### src/rtl/mult8x8_ctrl.sv
// mult8x8_ctrl
// ------------
// Sequencer and operand datapath for the 8x8 nibble-serial multiplier.
// On start (sampled only in IDLE) the two operands are latched. The block
// then steps CLR -> LL -> LH -> HL -> HH -> DONE. In each partial-product
// state it presents one NIB_W x NIB_W product on pp_out, together with the
// shifter code and the accumulator add-enable. All outputs are Moore: they
// are decoded from the state register and the operand registers only.
//
// Optional build macro:
//   MULT_ZERO_SKIP_EN - skip any partial-product state whose selected
//                       a nibble or b nibble is zero. CLR and DONE always run.
//
// Ports:
//   clk        in   system clock, rising edge
//   rst        in   synchronous active-high reset
//   start      in   operation request, sampled only in IDLE
//   a, b       in   multiplicand / multiplier (2*NIB_W bits)
//   pp_out     out  current partial product (2*NIB_W bits)
//   shift_ctrl out  shifter code: 00 = <<0, 01 = <<NIB_W, 10 = <<2*NIB_W
//   acc_clr    out  accumulator clear strobe (CLR state)
//   acc_en     out  accumulator add-enable (LL..HH)
//   busy       out  high in every state except IDLE
//   done       out  one-cycle pulse; the accumulator holds the final product
//   state_out  out  encoded state: IDLE=0 CLR=1 LL=2 LH=3 HL=4 HH=5 DONE=6

module mult8x8_ctrl #(
    parameter int unsigned NIB_W = 4
) (
    input  logic               clk,
    input  logic               rst,
    input  logic               start,
    input  logic [2*NIB_W-1:0] a,
    input  logic [2*NIB_W-1:0] b,
    output logic [2*NIB_W-1:0] pp_out,
    output logic [1:0]         shift_ctrl,
    output logic               acc_clr,
    output logic               acc_en,
    output logic               busy,
    output logic               done,
    output logic [2:0]         state_out
);

    typedef enum logic [2:0] {
        ST_IDLE = 3'd0,
        ST_CLR  = 3'd1,
        ST_LL   = 3'd2,
        ST_LH   = 3'd3,
        ST_HL   = 3'd4,
        ST_HH   = 3'd5,
        ST_DONE = 3'd6
    } state_t;

    state_t state;
    state_t state_nxt;

    logic [2*NIB_W-1:0] a_reg;
    logic [2*NIB_W-1:0] b_reg;

    logic [NIB_W-1:0] a_lo;
    logic [NIB_W-1:0] a_hi;
    logic [NIB_W-1:0] b_lo;
    logic [NIB_W-1:0] b_hi;

    // Successor of each step in the fixed LL -> LH -> HL -> HH -> DONE order.
    state_t after_clr;
    state_t after_ll;
    state_t after_lh;
    state_t after_hl;

    // Full-width unsigned product of two nibbles; operands are widened first
    // so the product is never truncated to NIB_W bits.
    function automatic logic [2*NIB_W-1:0] nib_mul(
        input logic [NIB_W-1:0] x,
        input logic [NIB_W-1:0] y
    );
        return {{NIB_W{1'b0}}, x} * {{NIB_W{1'b0}}, y};
    endfunction

    assign a_lo = a_reg[NIB_W-1:0];
    assign a_hi = a_reg[2*NIB_W-1:NIB_W];
    assign b_lo = b_reg[NIB_W-1:0];
    assign b_hi = b_reg[2*NIB_W-1:NIB_W];

`ifdef MULT_ZERO_SKIP_EN
    logic ll_nz;
    logic lh_nz;
    logic hl_nz;
    logic hh_nz;

    always_comb begin
        ll_nz = (a_lo != '0) && (b_lo != '0);
        lh_nz = (a_lo != '0) && (b_hi != '0);
        hl_nz = (a_hi != '0) && (b_lo != '0);
        hh_nz = (a_hi != '0) && (b_hi != '0);
    end

    // Built back-to-front so each step falls through to the first later
    // step that has a non-zero product, or to DONE.
    always_comb begin
        after_hl  = hh_nz ? ST_HH : ST_DONE;
        after_lh  = hl_nz ? ST_HL : after_hl;
        after_ll  = lh_nz ? ST_LH : after_lh;
        after_clr = ll_nz ? ST_LL : after_ll;
    end
`else
    always_comb begin
        after_clr = ST_LL;
        after_ll  = ST_LH;
        after_lh  = ST_HL;
        after_hl  = ST_HH;
    end
`endif

    // State register
    always_ff @(posedge clk) begin
        if (rst) begin
            state <= ST_IDLE;
        end else begin
            state <= state_nxt;
        end
    end

    // Operand registers: loaded only when a request is accepted in IDLE and
    // frozen for the rest of the operation.
    always_ff @(posedge clk) begin
        if (rst) begin
            a_reg <= '0;
            b_reg <= '0;
        end else if (state == ST_IDLE && start) begin
            a_reg <= a;
            b_reg <= b;
        end
    end

    // Next-state logic
    always_comb begin
        state_nxt = state;
        unique case (state)
            ST_IDLE: if (start) state_nxt = ST_CLR;
            ST_CLR:  state_nxt = after_clr;
            ST_LL:   state_nxt = after_ll;
            ST_LH:   state_nxt = after_lh;
            ST_HL:   state_nxt = after_hl;
            ST_HH:   state_nxt = ST_DONE;
            ST_DONE: state_nxt = ST_IDLE;
            default: state_nxt = ST_IDLE;
        endcase
    end

    // Moore output decode
    always_comb begin
        pp_out     = '0;
        shift_ctrl = 2'b00;
        acc_clr    = 1'b0;
        acc_en     = 1'b0;
        busy       = 1'b1;
        done       = 1'b0;
        unique case (state)
            ST_IDLE: busy = 1'b0;
            ST_CLR:  acc_clr = 1'b1;
            ST_LL: begin
                acc_en     = 1'b1;
                pp_out     = nib_mul(a_lo, b_lo);
                shift_ctrl = 2'b00;
            end
            ST_LH: begin
                acc_en     = 1'b1;
                pp_out     = nib_mul(a_lo, b_hi);
                shift_ctrl = 2'b01;
            end
            ST_HL: begin
                acc_en     = 1'b1;
                pp_out     = nib_mul(a_hi, b_lo);
                shift_ctrl = 2'b01;
            end
            ST_HH: begin
                acc_en     = 1'b1;
                pp_out     = nib_mul(a_hi, b_hi);
                shift_ctrl = 2'b10;
            end
            ST_DONE: done = 1'b1;
            default: busy = 1'b0;
        endcase
    end

    assign state_out = state;

endmodule

### config.mk
export PLATFORM = sky130hd
export DESIGN_NAME = mult8x8_ctrl
export DESIGN_NICKNAME = d
export VERILOG_FILES = /design/src/rtl/mult8x8_ctrl.sv
export SDC_FILE = /design/constraint.sdc
export NUM_CORES = 1
export LEC_CHECK = 0
export BUFFER_PORTS_ARGS = -buffer_cell sky130_fd_sc_hd__buf_2
export CORE_ASPECT_RATIO = 0.9
export CORE_MARGIN = 5
export CORE_UTILIZATION = 40
export CTS_BUF_LIST = sky130_fd_sc_hd__clkbuf_8
export CTS_CLUSTER_DIAMETER = 120
export CTS_CLUSTER_SIZE = 30
export DETAILED_ROUTE_END_ITERATION = 6
export PLACE_DENSITY = 0.68
export SYNTH_ARGS = -nofsm -noshare
export SYNTH_HDL_FRONTEND = slang
export SYNTH_SLANG_ARGS = --single-unit
### constraint.sdc
create_clock -name clk -period 3.5 [get_ports clk]
set_clock_uncertainty 0.05 [all_clocks]
set_input_delay 0.35 -clock clk [delete_from_list [all_inputs] [get_ports clk]]
set_output_delay 0.35 -clock clk [all_outputs]
set_load 0.01 [all_outputs]
==> results_dict.tcl <==
set metrics [dict create \
    nNetsFinal 481 \
    wirelength_um 7440 \
    via_per_inst 5.23 \
    synth_fp_nets 414 \
    cts_root_buffer "clkbuf_8" \
    placed_cell_area_um2 3170 \
    numCtsBuffers 3 \
    leakage_nw 1.73 \
    critPathMaxFanout 4 \
    cts_tree "built" \
    path_buf_inv 3 \
    rows 28 \
    drt_pass1_iterations 5 \
    start_kind "flip-flop" \
    synth_top_flop_cell "dfxtp_1" \
    first_global_vias 2662 \
    grt_pass1_wl_um 12500 \
    synth.distinct_cells 46 \
    crit_type "flip-flop to output pin" \
    clk_path_buf_depth 2 \
    vias 2547 \
    drc 0 \
    finalCritPeriodShare_pct 106 \
    seq_area_um2 410 \
    slew_violations 0 \
    setup_violations 3 \
    layout.core_utilization_pct 52.8 \
    pin_count 36 \
    dpl.cell_count 474 \
    synth_area_leaders "ha_1 22%, dfxtp_1 14%, fa_1 12%" \
    drt_iter0_drc 76 \
    fill_cells 614 \
    final_cells 487 \
    layout-drive-gt1-share_pct 31.0 \
    status "finished with violations" \
    slowest_delay_ns 0.54 \
    yosys.area.top_type "ha_1" \
    io_buffers 35 \
    overflow 0 \
    diodes 0 \
    start_util_pct 41.4 \
    postCtsHoldBufs 0 \
    ys_seq_area_share_pct 13.9 \
    hpwl_um 5930 \
    use_met2_pct 30.3 \
    syn_area_per_cell_um2 8.27 \
    core_area_um2 6620 \
    crit_path_end_kind "output pin" \
    use_met3_pct 1.81 \
    tightest_slew_ns 0.791 \
    hold_violations 0 \
    rsz0062_at_grt "yes" \
    gp_congestion 0.976 \
    synth-edff-count 0 \
    required_ns 3.10 \
    max_slew_margin_pct 47.0 \
    die_y_um 88.5 \
    critical-path-slowest-cell "fa_1" \
    clock_latency_ns 0.26 \
    synthArstFlopShare_pct 0 \
    grt.busiest_layer "met2" \
    die_w_um 97.2 \
    arrival_ns 3.32 \
    die_area_um2 8600 \
    avgRoutedWirePerCell_um 15.3 \
    cts.clk_slew.worst_paths_ns 0.07 \
    synth_seq_cells 19 \
    powerDensity_nw_per_um2 174 \
    failed_checks "negative setup slack" \
    grt_max_degree 20 \
    multi_input_area_um2 2400 \
    period_minus_slack_ns 3.72 \
    crit_family "adder cells" \
    cts_max_level 1 \
    grtUsageMet1_pct 25.2 \
    total_power_mw 0.608 \
    peakVddDrop_v 0.000280 \
    synth_top_area_share_pct 21.9 \
    setup_ws_ns -0.219 \
    hold_class "input port to flip-flop" \
    syn_inst 331 \
    yosys_warnings 0 \
    hold_slack_ns 0.265 \
    antenna_found_initial 0 \
    syn_to_final_growth_pct 27.7 \
    drv_cap 0 \
    grt_usage_pct 17.9 \
    drtAntennaViolNets 0 \
    cts.sinks 19 \
    max_freq_ghz 0.269 \
    syn_area_um2 2740 \
    crit_chain "nand2_4 > fa_1 > inv_2 > fa_1 > inv_1 > fa_2 > nor2b_1 > o21a_1 > o21a_1 > nor3_1 > or4_1 > buf_2" \
    fin_area_um2 3500 \
]
## worst reg2reg max path: stages, from the launching register on
cell,delay [ns]
dfxtp_1,0.47
nor4b_4,0.80
nand2_1,0.15
a21oi_1,0.17
## logic make-up (layout without fill, tap and decap cells)
logic type,count (synthesis),count (layout),synth area share (%)
AOI/OAI and AO/OA,67,67,16.1
buffers and inverters,30,96,4.84
muxes,2,2,0.731
xor gates and xnor gates,6,6,1.92
and+or+nand+nor,143,143,28.9
DFF,19,19,13.9
adders and majority gates,64,64,33.6
## metal layers
metal | vias up | part of all wire (%) | routed length (um)
met5 | - | 0 | 0
met4 | 0 | 0.91 | 68
met3 | 7 | 3.9 | 290
met2 | 56 | 44 | 3310
met1 | 1192 | 51 | 3770
li1 | 1292 | - | -
## power by group
group          leakage (nW)  total (mW)  switching [mW]  internal, mW
clock network        0.0255       0.157          0.0775        0.0794
logic                  1.54       0.186          0.0969        0.0889
registers             0.163       0.265          0.0321         0.233
total                  1.73       0.608           0.207         0.401
## cells in the mapped netlist, types with 2 or more instances
master    count
a21oi_1      25
nand3b_1      2
nor2_1        7
or3_1         2
buf_4         3
o21a_1        8
dfxtp_1      19
a21o_1        4
xnor2_1       2
clkbuf_1      3
nor3_1       11
fa_1         16
a22oi_1       5
a22o_1        3
mux2i_1       2
nor3b_1       2
nor4b_1       3
a211oi_1      6
and2_1       49
nor2b_1       5
inv_1        21
nand2_1      48
nand3b_2      2
o21ai_0       4
o22ai_1       4
xor2_1        4
nand2b_1      5
ha_1         48
## placed cells by master (no fill, tap or decap), types with 5 or more instances in the layout
master | synthesis | routed
and2_1 | 49 | 48
nand2_1 | 48 | 41
ha_1 | 48 | 38
buf_2 | 1 | 35
buf_4 | 3 | 34
a21oi_1 | 25 | 24
inv_1 | 21 | 18
fa_1 | 16 | 12
nor3_1 | 11 | 11
o21a_1 | 8 | 8
ha_4 | 0 | 8
nor2_1 | 7 | 7
dfxtp_1 | 19 | 7
nand2_2 | 0 | 6
dfxtp_2 | 0 | 6
dfxtp_4 | 0 | 6
nand2b_1 | 5 | 5
nor2b_1 | 5 | 5
a22oi_1 | 5 | 5
## worst paths after layout
| check | start | to | slack (ns) | cells after the start |
|---|---|---|---|---|
| setup / recovery | b_reg[5] | pp_out[6] | -0.22 | 12 |
| hold / removal | b[6] | b_reg[6] | 0.27 | 3 |
| setup reg to reg | state_out[2] | b_reg[1] | 1.79 | 3 |
| hold reg to reg | b_reg[7] | b_reg[7] | 0.46 | 2 |
## layout make-up
class / instances / share of cell area [%]
Multi-Input combinational cell: 282 / 68.7
Inverter: 22 / 2.36
Timing Repair Buffer: 70 / 12.6
Clock buffer: 3 / 1.18
Tap cell: 90 / 3.22
Clock inverter: 1 / 0.143
Sequential cell: 19 / 11.7
## what timing repair did
action                                  CTS  global route
endpoints found under the setup margin    4             4
setup buffers                             8             2
gates cloned                              0             0
resized for setup                        43            11
pin swaps                                26            15
## through the flow
step / setup TNS (ns) / worst slack (ns)
floorplan: 0 / 0.0500
global placement: -0.130 / -0.130
detailed placement: -0.234 / -0.234
CTS: -0.263 / -0.183
global route: -0.926 / -0.372
finish: -0.505 / -0.219
No activity file was read; power rests on OpenSTA's default activity.
